$ cat config.mk
export PLATFORM = sky130hd
export DESIGN_NAME = mac_arbiter
export DESIGN_NICKNAME = d
export VERILOG_FILES = /design/src/rtl/mac_arbiter.sv
export SDC_FILE = /design/constraint.sdc
export NUM_CORES = 1
export LEC_CHECK = 0
export ABC_AREA = 1
export BUFFER_PORTS_ARGS = -buffer_cell sky130_fd_sc_hd__buf_2
export CAP_MARGIN = 10
export CORE_ASPECT_RATIO = 1.75
export CORE_UTILIZATION = 53
export CTS_BUF_LIST = sky130_fd_sc_hd__clkbuf_8
export DETAILED_ROUTE_END_ITERATION = 8
export PLACE_DENSITY = 0.88
export SYNTH_ARGS = -nofsm -noshare
export SYNTH_HDL_FRONTEND = slang
export SYNTH_SLANG_ARGS = --single-unit
$ cat constraint.sdc
create_clock -name clk -period 7.9 [get_ports clk]
set_clock_uncertainty 0.2 [all_clocks]
set_input_delay 1.58 -clock clk [delete_from_list [all_inputs] [get_ports clk]]
set_output_delay 1.58 -clock clk [all_outputs]
set_load 0.01 [all_outputs]
$ cat src/rtl/mac_arbiter.sv
// Two-requester round-robin front end for a shared multiply-add datapath.
// Serialises the granted triplet as a, b, c and returns the result or a timeout error.
module mac_arbiter #(
  parameter int DW      = 32,
  parameter int TIMEOUT = 8
) (
  input  logic          clk,
  input  logic          rst,
  input  logic          req0,
  input  logic          req1,
  input  logic [DW-1:0] a0,
  input  logic [DW-1:0] b0,
  input  logic [DW-1:0] c0,
  input  logic [DW-1:0] a1,
  input  logic [DW-1:0] b1,
  input  logic [DW-1:0] c1,
  output logic          gnt0,
  output logic          gnt1,
  output logic          dp_validi,
  output logic [DW-1:0] dp_data_in,
  input  logic          dp_valido,
  input  logic [DW-1:0] dp_data_out,
  output logic          res_valid,
  output logic          res_id,
  output logic [DW-1:0] res_data,
  output logic          res_err,
  output logic          busy
);

  // Handshakes: a requester holds reqN and its triplet stable until gntN pulses for one
  // cycle in IDLE (capture edge). dp_validi has no backpressure; each high cycle delivers
  // one word. dp_valido is honoured only in WAIT. res_valid is a one-cycle strobe.
  typedef enum logic [2:0] {
    S_IDLE,
    S_SEND_A,
    S_SEND_B,
    S_SEND_C,
    S_WAIT
  } state_t;

  localparam logic [7:0] CNT_LAST = 8'(TIMEOUT - 1);

  state_t        state_q, state_d;
  logic          last_q, last_d;
  logic          id_q, id_d;
  logic [DW-1:0] a_q, a_d;
  logic [DW-1:0] b_q, b_d;
  logic [DW-1:0] c_q, c_d;
  logic [7:0]    cnt_q, cnt_d;
  logic          res_valid_q, res_valid_d;
  logic          res_id_q, res_id_d;
  logic [DW-1:0] res_data_q, res_data_d;
  logic          res_err_q, res_err_d;
  logic          gid;

  always_comb begin
    state_d     = state_q;
    last_d      = last_q;
    id_d        = id_q;
    a_d         = a_q;
    b_d         = b_q;
    c_d         = c_q;
    cnt_d       = cnt_q;
    res_valid_d = 1'b0;
    res_id_d    = res_id_q;
    res_data_d  = res_data_q;
    res_err_d   = res_err_q;
    gid         = 1'b0;
    gnt0        = 1'b0;
    gnt1        = 1'b0;
    dp_validi   = 1'b0;
    dp_data_in  = '0;

    case (state_q)
      S_IDLE: begin
        if (req0 || req1) begin
          // On a tie the requester that was not served last wins.
          gid     = (req0 && req1) ? ~last_q : req1;
          gnt0    = ~rst & ~gid;
          gnt1    = ~rst & gid;
          id_d    = gid;
          last_d  = gid;
          a_d     = gid ? a1 : a0;
          b_d     = gid ? b1 : b0;
          c_d     = gid ? c1 : c0;
          state_d = S_SEND_A;
        end
      end
      S_SEND_A: begin
        dp_validi  = 1'b1;
        dp_data_in = a_q;
        state_d    = S_SEND_B;
      end
      S_SEND_B: begin
        dp_validi  = 1'b1;
        dp_data_in = b_q;
        state_d    = S_SEND_C;
      end
      S_SEND_C: begin
        dp_validi  = 1'b1;
        dp_data_in = c_q;
        cnt_d      = '0;
        state_d    = S_WAIT;
      end
      S_WAIT: begin
        if (dp_valido) begin
          res_valid_d = 1'b1;
          res_id_d    = id_q;
          res_data_d  = dp_data_out;
          res_err_d   = 1'b0;
          state_d     = S_IDLE;
        end else if (cnt_q == CNT_LAST) begin
          res_valid_d = 1'b1;
          res_id_d    = id_q;
          res_data_d  = '0;
          res_err_d   = 1'b1;
          state_d     = S_IDLE;
        end else begin
          cnt_d = cnt_q + 8'd1;
        end
      end
      default: state_d = S_IDLE;
    endcase
  end

  always_ff @(posedge clk or posedge rst) begin
    if (rst) begin
      state_q     <= S_IDLE;
      last_q      <= 1'b1;
      id_q        <= 1'b0;
      a_q         <= '0;
      b_q         <= '0;
      c_q         <= '0;
      cnt_q       <= '0;
      res_valid_q <= 1'b0;
      res_id_q    <= 1'b0;
      res_data_q  <= '0;
      res_err_q   <= 1'b0;
    end else begin
      state_q     <= state_d;
      last_q      <= last_d;
      id_q        <= id_d;
      a_q         <= a_d;
      b_q         <= b_d;
      c_q         <= c_d;
      cnt_q       <= cnt_d;
      res_valid_q <= res_valid_d;
      res_id_q    <= res_id_d;
      res_data_q  <= res_data_d;
      res_err_q   <= res_err_d;
    end
  end

  assign res_valid = res_valid_q;
  assign res_id    = res_id_q;
  assign res_data  = res_data_q;
  assign res_err   = res_err_q;
  assign busy      = (state_q != S_IDLE);

endmodule

==> out/results.tsv, run 1 <==
stage	metric	value	unit
setup_path	register-to-register setup slack	5100	ps
synth	yosys warns	0	
status	status	finished clean	
power_and_ir_drop	power per cell area	382.4	nW/um^2
grt	largest net degree at the start of global routing	101	
cts	clk_lat worst skew	430	ps
sta	Max Freq	0.1730	GHz
cts	setup bufs post-CTS	0	
die	DIE HEIGHT	154.4	um
power_and_ir_drop	VDD IR max	0.0002396	V
die	num rows	55	
setup_path	Startpoint Class	input pin	
sta	final setup TNS	0	ps
synth	Mapped Cells	923	
sta	WHS	271.3	ps
sta	post-route setup slack	2120	ps
grt	leftover overflow at the end of global routing	0	
power_and_ir_drop	combinational share of power	42.4	%
die	I/O Pins	300	
worst_hold_path	Worst Hold Path EP	res_data[2]	
synth	Yosys top cell by area	dfrtp_1	
final_layout	register area	3605	sq um
setup_path	reg2reg start	last_q	
drt	Initial DRT Pass Iterations	5	
power_and_ir_drop	Reg power frac	37.5	%
power_and_ir_drop	Sw Pwr	1425	uW
placement	Placed Cells	1343	
placement	dpl hpwl	14470	um
sta	final hold vios	0	
sta	min Tclk post-route	5780	ps
setup_path	crit path DAT	4000	ps
sta	period utilization	73.16	%
synth	syn nets	1153	
synth	synth unique cells	24	
setup_path	crit-path max FO	58	
drt	DR WL met3	1463	um
final_layout	layout filler cell count	1114	
die	initial core utilization	54.35	%
worst_hold_path	Hold Path Stages	2	
grt	initial antenna violation count	0	
drt	initial DRC count	538	
drt	via count	7418	
final_layout	multi-input logic area	3024	sq um
power_and_ir_drop	total power	3420	uW
placement	pre-CTS WS	2186	ps
sta	RSZ-0062 raised after global routing	false	
drt	# DRC	0	
drt	Antenna Violating Nets Remaining	0	
die	full die area	13750	sq um
power_and_ir_drop	Clock power frac	20.1	%
setup_path	CP Class	input pin to primary output	
drt	Routed WL	21190	um
power_and_ir_drop	switch share	41.67	%
worst_hold_path	Worst Hold Launch	res_data[2]	
final_layout	Nets	1421	
sta	worst-margin pin slew	1104	ps
sta	Slew Limit Fails	0	
final_layout	Layout area overhead	27.19	%
final_layout	layout cells sized above 1	29.32	%
setup_path	Worst Setup End Kind	primary output	
worst_hold_path	Hold WC Path Type	register to register	
cts	CTS sink count	144	
setup_path	Worst Path Required	6120	ps
cts	CTS tree	yes	
grt	vias in the first global route	7219	
die	Placeable Area	12940	sq um
cts	H-tree depth	4	
job	Max-cap violations	0	
setup_path	cells on worst reg2reg path	7	
synth	post-synthesis cell area	7032	sq um
drt	met2 WL	10810	um
cts	Root Buffer Master	clkbuf_8	
drt	Avg WL per Cell	15.40	um
final_layout	final non-filler cell total	1376	
synth	sequential area share after synthesis	51.26	%
die	Die W	89.07	um
power_and_ir_drop	Internal Pwr Total	1995	uW
cts	CTS Buf Count	17	
drt	Post-Route M1 WL	7833	um
grt	gr usage total	32.05	%
cts	Gates resized, CTS repair	0	
placement	PortBufs	299	
synth	syn_area_per_cell	7.618	sq um
cts	clock buffer depth	2	
setup_path	reg-to-reg endpoint	a_q[1]	
sta	Worst slew margin	26.34	%
placement	GPL Wtd Cong	0.9042	
synth	top post-synthesis cells by area	dfrtp_1 51%, nand2_1 20%, nand3_1 8.2%, o21ai_0 4.7%, nor2_1 4.1%	
synth	Seq cells post-synth	144	
drt	vias per cell	5.391	
sta	setup violators final	0	
cts	Clk pin slew, worst setup/hold paths	80	ps
power_and_ir_drop	leakage	0.004820	uW
grt	first-pass GRT wire length	33420	um
synth	share of the synthesized area in the top cell type	50.89	%
cts	CTS Hold Bufs	0	
drt	DR top layer	met4	
-- registers in the layout (all words and copies together) (netlist names) --
name / cells
res_err: 1
res_data: 32
id_q: 1
c_q: 32
res_valid: 1
last_q: 1
b_q: 32
a_q: 32
res_id: 1
cnt_q: 8
state_q: 3
-- how the worst max path moves through the flow --
stage	startpoint	endpoint	slack (ps)	cells past startpoint
floorplan	rst	a_q[0]	2260	1
global placement	req0	gnt1	2210	9
detailed placement	req0	gnt1	2190	9
CTS	req0	gnt1	2180	9
global route	req1	gnt1	1930	10
finish	req0	gnt1	2120	9
-- kinds of logic after synthesis --
logic type	synth area share, %
AOI/OAI and AO/OA	8.630
adders and majority gates	0.1779
buffers and inverters	5.872
DFF	51.26
and+or+nand+nor	34.06
-- worst max-delay path: stages --
cell	delay [ps]
buf_2	120
a21oi_4	130
buf_4	520
inv_2	590
nor2_4	190
buf_4	460
inv_1	120
nor2_1	100
buf_2	130
-- cell usage after synthesis --
master / number
nand2_1: 381
dfrtp_1: 143
nand3_1: 115
nor2_1: 76
o21ai_0: 66
o21ai_1: 50
buf_2: 34
inv_1: 18
buf_4: 7
clkbuf_1: 7
buf_6: 6
inv_2: 3
nand2_2: 3
a21oi_1: 2
nand3_2: 2
nor2_4: 2
a21oi_4: 1
buf_1: 1
clkbuf_8: 1
dfstp_2: 1
ha_1: 1
nand3_4: 1
nor2_8: 1
nor3_1: 1
-- area by class of cell --
class	instances	share of cell area, %
diodes	1	0.02798
multi-input cells	702	33.81
repair buffers	305	17.24
clock inverters	14	2.518
well taps	171	2.392
clock buffers	18	2.770
inverters	21	0.9373
flip-flops and latches	144	40.31
-- cells in the final DEF (no fill, tap or decap), types with 2 or more instances in the layout --
cell,netlist,final
a21oi_1,2,2
buf_2,34,299
buf_4,7,6
bufinv_16,0,5
clkbuf_8,1,18
clkinvlp_4,0,2
dfrtp_1,143,143
inv_1,18,17
inv_2,3,3
inv_6,0,5
nand2_1,381,381
nand2_2,3,3
nand3_1,115,115
nand3_4,1,2
nor2_1,76,75
nor2_4,2,2
o21ai_0,66,66
o21ai_1,50,50
-- power groups by stage --
stage	clock (uW)	combinational [uW]	sequential, uW
after floorplan	0	957	1280
after global placement	0	1410	1270
final	688	1450	1280
after global routing	729	1640	1320
after CTS	696	1450	1280
after detailed placement	0	1450	1280
-- routing by layer --
layer  GRT usage (%)  vias up
met5               0        -
met4           18.75        0
met3           7.311       88
met2           54.36      388
met1           36.04     3440
li1                -     3502
-- metrics by stage --
step	utilization, %	instance area [sq um]
global placement	65.45	8468
CTS	69.11	8941
global route	69.11	8941
detailed placement	65.45	8468
floorplan	-	7032
finish	69.13	8944
No activity file was read; power rests on OpenSTA's default activity.
==> inputs of run 2 (changes only) <==
- CORE_UTILIZATION: 53 -> 45
- PLACE_DENSITY: 0.88 -> 0.79
- clock period: 7.9 -> 5.2 ns (I/O delays scaled with it)
==> run 2 against run 1 <==
  * First-iteration DRC count fell by 18%
  * Worst hold slack worse by 2.1 ps
  * Setup slack lost 670 ps
  * Combinational power is 52% higher
  * Flip-flop and latch count did not move
  * Largest power group unchanged
  * Clock power rose by 28%
  * Highest routed layer unchanged
  * Final cell count rose by 1.2%
==> out/results.tsv, run 2 (synthesized netlist as in run 1, its figures left out) <==
stage	metric	value	unit	change
drt	Antenna Violating Nets Remaining	0		unchanged
placement	dpl hpwl	15020	um	was 14470 um
sta	worst-margin pin slew	1124	ps	was 1104 ps
die	Placeable Area	15310	sq um	was 12940 sq um
cts	clock buffer depth	2		unchanged
cts	CTS Buf Count	17		unchanged
cts	setup bufs post-CTS	0		unchanged
worst_hold_path	Hold Path Stages	2		unchanged
final_layout	layout cells sized above 1	29.44	%	was 29.32%
cts	CTS sink count	144		unchanged
sta	Max Freq	0.2663	GHz	
setup_path	Startpoint Class	register		was input pin
setup_path	CP Class	register to primary output		was input pin to primary output
cts	Root Buffer Master	clkbuf_8		unchanged
grt	vias in the first global route	6918		was 7219
final_layout	# diodes	0		was 1
cts	Clk pin slew, worst setup/hold paths	80	ps	about the same
placement	pre-CTS WS	1675	ps	was 2186 ps
cts	CTS tree	yes		unchanged
die	I/O Pins	300		unchanged
setup_path	cells on worst reg2reg path	5		was 7
placement	PortBufs	299		unchanged
grt	largest net degree at the start of global routing	91		was 101
final_layout	leading cell types in the layout, fill and taps excluded	381 x nand2_1, 299 x buf_2, 143 x dfrtp_1, 115 x nand3_1, 75 x nor2_1		unchanged
die	DIE HEIGHT	167.4	um	was 154.4 um
cts	CTS Hold Bufs	0		unchanged
setup_path	crit-path max FO	17		was 58
sta	final setup TNS	0	ps	unchanged
placement	GPL Wtd Cong	0.8356		was 0.9042
final_layout	final instance area	8892	sq um	was 8944 sq um
power_and_ir_drop	leakage	0.004786	uW	was 0.004820 uW
drt	via count	7241		was 7418
drt	vias per cell	5.202		was 5.391
setup_path	register-to-register setup slack	2410	ps	was 5100 ps
sta	RSZ-0062 raised after global routing	false		unchanged
final_layout	fin util	58.06	%	was 69.13%
grt	initial antenna violation count	0		unchanged
die	Die W	96.50	um	was 89.07 um
sta	Worst slew margin	24.99	%	was 26.34%
setup_path	Worst Path Required	3960	ps	was 6120 ps
sta	final hold vios	0		unchanged
drt	# DRC	0		unchanged
placement	Post-DP Area	8502	sq um	was 8468 sq um
setup_path	crit path DAT	2510	ps	was 4000 ps
grt	first-pass GRT wire length	32640	um	was 33420 um
power_and_ir_drop	power per cell area	565.1	nW/um^2	was 382.4 nW/um^2
drt	Routed WL	21410	um	was 21190 um
power_and_ir_drop	VDD IR max	0.0002689	V	was 0.0002396 V
sta	Slew Limit Fails	0		unchanged
sta	period utilization	72.21	%	
drt	Initial DRT Pass Iterations	5		unchanged
final_layout	commonest non-fill, non-tap cell in the layout	nand2_1		unchanged
setup_path	Worst Setup End Kind	primary output		unchanged
cts	Gates resized, CTS repair	0		unchanged
sta	min Tclk post-route	3755	ps	
status	status	finished clean		unchanged
cts	clk_lat worst skew	440	ps	was 430 ps
die	initial core utilization	45.92	%	was 54.35%
die	num rows	60		was 55
job	Max-cap violations	0		unchanged
grt	gr usage total	26.56	%	was 32.05%
final_layout	Layout area overhead	26.46	%	was 27.19%
final_layout	Nets	1423		was 1421
sta	setup violators final	0		unchanged
drt	Avg WL per Cell	15.38	um	was 15.40 um
cts	H-tree depth	4		unchanged
worst_hold_path	Hold WC Path Type	register to register		unchanged
die	full die area	16150	sq um	was 13750 sq um
grt	leftover overflow at the end of global routing	0		unchanged
power_and_ir_drop	total power	5025	uW	was 3420 uW
sta	post-route setup slack	1445	ps	was 2120 ps
drt	initial DRC count	442		was 538
[run 2: cell types whose count changed in the layout (fill, tap and decap cells not counted)]
cell	before	now
diode_2	1	0
bufinv_16	5	1
inv_6	5	7
clkinvlp_4	2	3
buf_4	6	8
clkinv_4	1	3
clkinv_2	1	0
[run 2: final timing paths]
kind	start	end
setup reg to reg	state_q[1]	c_q[6]
hold reg to reg	res_data[6]	res_data[6]
hold / removal	res_data[6]	res_data[6]
max in group asynchronous	rst	a_q[15]
min in group asynchronous	rst	res_data[10]
setup / recovery	state_q[2]	dp_data_in[22]
[run 2: final cells by class]
cell class | count | area (sq um)
Clock buffer | 18 | 247.7
Inverter | 21 | 83.83
Tap cell | 186 | 232.7
Fill cell | 1533 | 6422
Sequential cell | 144 | 3605
Clock inverter | 14 | 142.6
Multi-Input combinational cell | 702 | 3024
Timing Repair Buffer | 307 | 1556
[run 2: stage by stage]
step           std cells  hold WS (ps)
4_1_cts             1392         272.2
2_1_floorplan        923         253.4
3_3_place_gp        1360         248.4
5_1_grt             1392         294.4
6_report            1392         269.3
3_5_place_dp        1360         252.8
[run 2: routing by layer]
metal,track usage (%),up-vias,share of wire [%]
met5,0,-,0
met4,11.45,0,3.4
met3,5.041,52,6.7
met2,46.82,341,52
met1,30.39,3344,38
li1,-,3504,-
[run 2: critical path: stages (launching register included)]
cell,delay (ps)
dfrtp_1,430
inv_1,180
nand3_2,230
inv_1,510
buf_4,350
nand2_1,90
nand3_1,140
buf_2,150
[run 2: power by group]
part	internal, uW	switching (uW)	total (uW)
logic	788	1410	2200
clock network	405	479	884
registers	1650	294	1940
total	2840	2190	5020
==> inputs of run 3 (changes only) <==
- CORE_UTILIZATION: 45 -> 50
- PLACE_DENSITY: 0.79 -> 0.83
- clock period: 5.2 -> 3.7 ns (I/O delays scaled with it)
==> run 3 against run 2 <==
  * Combinational power up 42%
  * The run now ends with design-rule violations left
  * Highest routed layer unchanged
  * First-iteration DRC count is 9.5% lower
  * Cell area grew 0.53%
  * Die area shrank 9.8%
  * Global-route usage grew 3.5 points
  * Largest power group unchanged
  * Register-to-register slack got worse by 1200 ps
  * Critical path depth did not move
  * Non-clock buffer count increased by 6
  * Worst hold slack got worse by 190 ps
  * Setup slack lost 680 ps
==> out/results.tsv, run 3 (synthesized netlist as in run 1, its figures left out) <==
stage	metric	value	unit	change
status	status	complete, but fails checks		was finished clean
status	failing checks	design-rule violations		
power_and_ir_drop	leakage	0.004820	uW	was 0.004786 uW
final_layout	layout filler cell count	1232		was 1533
drt	Routed WL	21130	um	was 21410 um
setup_path	crit path DAT	1990	ps	was 2510 ps
drt	# DRC	2		was 0
drt	initial DRC count	400		was 442
cts	setup bufs post-CTS	0		unchanged
cts	clk_lat worst skew	440	ps	about the same
setup_path	Worst Path Required	2760	ps	was 3960 ps
cts	CTS Buf Count	17		unchanged
final_layout	Layout area overhead	27.14	%	was 26.46%
job	Max-cap violations	0		unchanged
final_layout	commonest non-fill, non-tap cell in the layout	nand2_1		unchanged
grt	gr usage total	30.03	%	was 26.56%
drt	vias per cell	5.256		was 5.202
setup_path	worst path cell trace	inv_1, nand3_2, inv_1, buf_4, nand2_1, nand3_1, buf_2		unchanged
sta	Slew Limit Fails	0		unchanged
sta	worst-margin pin slew	696.9	ps	was 1124 ps
placement	dpl hpwl	14840	um	was 15020 um
placement	Post-DP Area	8547	sq um	was 8502 sq um
sta	setup violators final	0		unchanged
placement	PortBufs	299		unchanged
final_layout	Nets	1429		was 1423
power_and_ir_drop	VDD IR max	0.0004206	V	was 0.0002689 V
sta	min Tclk post-route	2934	ps	
die	full die area	14560	sq um	was 16150 sq um
sta	final hold vios	0		unchanged
cts	H-tree depth	4		unchanged
power_and_ir_drop	total power	7105	uW	was 5025 uW
sta	period utilization	79.29	%	
cts	CTS tree	yes		unchanged
setup_path	crit-path max FO	17		unchanged
cts	Root Buffer Master	clkbuf_8		unchanged
setup_path	Critical Path Most Common Cell	inv_1		unchanged
setup_path	cells on worst reg2reg path	5		unchanged
sta	Max Freq	0.3408	GHz	
setup_path	reg-to-reg endpoint	res_err		was c_q[6]
final_layout	layout cells sized above 1	29.79	%	was 29.44%
setup_path	max incr delay on CP	420	ps	was 510 ps
setup_path	register-to-register setup slack	1200	ps	was 2410 ps
die	DIE HEIGHT	158.9	um	was 167.4 um
cts	CTS Hold Bufs	0		unchanged
setup_path	Worst Setup End Kind	primary output		unchanged
die	num rows	57		was 60
placement	GPL Wtd Cong	0.9107		was 0.8356
sta	RSZ-0062 raised after global routing	false		unchanged
setup_path	slowest CP cell	dfrtp_1		was inv_1
grt	leftover overflow at the end of global routing	0		unchanged
cts	Gates resized, CTS repair	0		unchanged
die	initial core utilization	50.82	%	was 45.92%
die	Placeable Area	13840	sq um	was 15310 sq um
die	Die W	91.65	um	was 96.50 um
power_and_ir_drop	power per cell area	794.8	nW/um^2	was 565.1 nW/um^2
setup_path	reg2reg start	state_q[1]		unchanged
drt	Antenna Violating Nets Remaining	0		unchanged
grt	initial antenna violation count	0		unchanged
final_layout	final instance area	8940	sq um	was 8892 sq um
sta	final setup TNS	0	ps	unchanged
grt	largest net degree at the start of global routing	80		was 91
setup_path	CP Class	register to primary output		unchanged
cts	CTS sink count	144		unchanged
worst_hold_path	Hold WC Path Type	input pin to asynchronous set/reset pin		was register to register
sta	Worst slew margin	53.47	%	was 24.99%
drt	via count	7301		was 7241
cts	clock buffer depth	2		unchanged
final_layout	leading cell types in the layout, fill and taps excluded	381 x nand2_1, 299 x buf_2, 143 x dfrtp_1, 115 x nand3_1, 75 x nor2_1		unchanged
grt	vias in the first global route	7211		was 6918
drt	Avg WL per Cell	15.21	um	was 15.38 um
cts	Clk pin slew, worst setup/hold paths	90	ps	was 80 ps
grt	first-pass GRT wire length	34290	um	was 32640 um
die	I/O Pins	300		unchanged
final_layout	# diodes	0		unchanged
setup_path	Startpoint Class	register		unchanged
drt	Initial DRT Pass Iterations	7		was 5
run 3: power by group:
part	internal, uW	switching (uW)	total (uW)	leakage (uW)
clock	606	654	1260	0.000193
combinational	1140	1980	3120	0.00284
sequential	2310	415	2730	0.00179
run 3: worst max-delay path, delay by kind of cell, from the launching register on:
kind                   cells  cell delay [ps]
buffers and inverters      4              700
DFF                        1              420
and+or+nand+nor            3              420
run 3: worst max path at each step:
stage,from,endpoint,slack [ps],depth (start not counted)
after floorplan,rst,a_q[0],960,1
after global placement,req0,b_q[20],1170,8
after detailed placement,req0,b_q[12],1090,8
after CTS,state_q[2],dp_data_in[24],750,7
after global routing,state_q[0],dp_data_in[19],600,7
final,state_q[2],dp_data_in[21],770,7
run 3: layer usage:
layer,global-route usage [%],wire [um],up-vias
met4,14.72,830,0
li1,-,-,3514
met1,35.37,8166,3368
met5,0,0,-
met3,5.795,1383,58
met2,51.71,10750,361
run 3: final cells by class:
type / count / area, sq um / share of cell area (%)
inverters: 21 / 82.58 / 0.9237
well taps: 177 / 221.5 / 2.477
multi-input cells: 702 / 3024 / 33.83
clock inverters: 15 / 158.9 / 1.777
clock buffers: 17 / 234.0 / 2.617
flip-flops and latches: 144 / 3605 / 40.32
repair buffers: 313 / 1614 / 18.05
run 3: stage by stage:
| step | hold WS, ps | setup slack, ps | cells | utilization, % |
|---|---|---|---|---|
| after detailed placement | 254.0 | 1087 | 1357 | 61.77 |
| after global placement | 248.1 | 1167 | 1357 | 61.77 |
| after floorplan | 253.4 | 955.8 | 923 | - |
| final | 75.51 | 766.1 | 1389 | 64.61 |
| after CTS | 57.25 | 751.8 | 1389 | 64.61 |
| after global routing | 78.23 | 603.8 | 1389 | 64.61 |
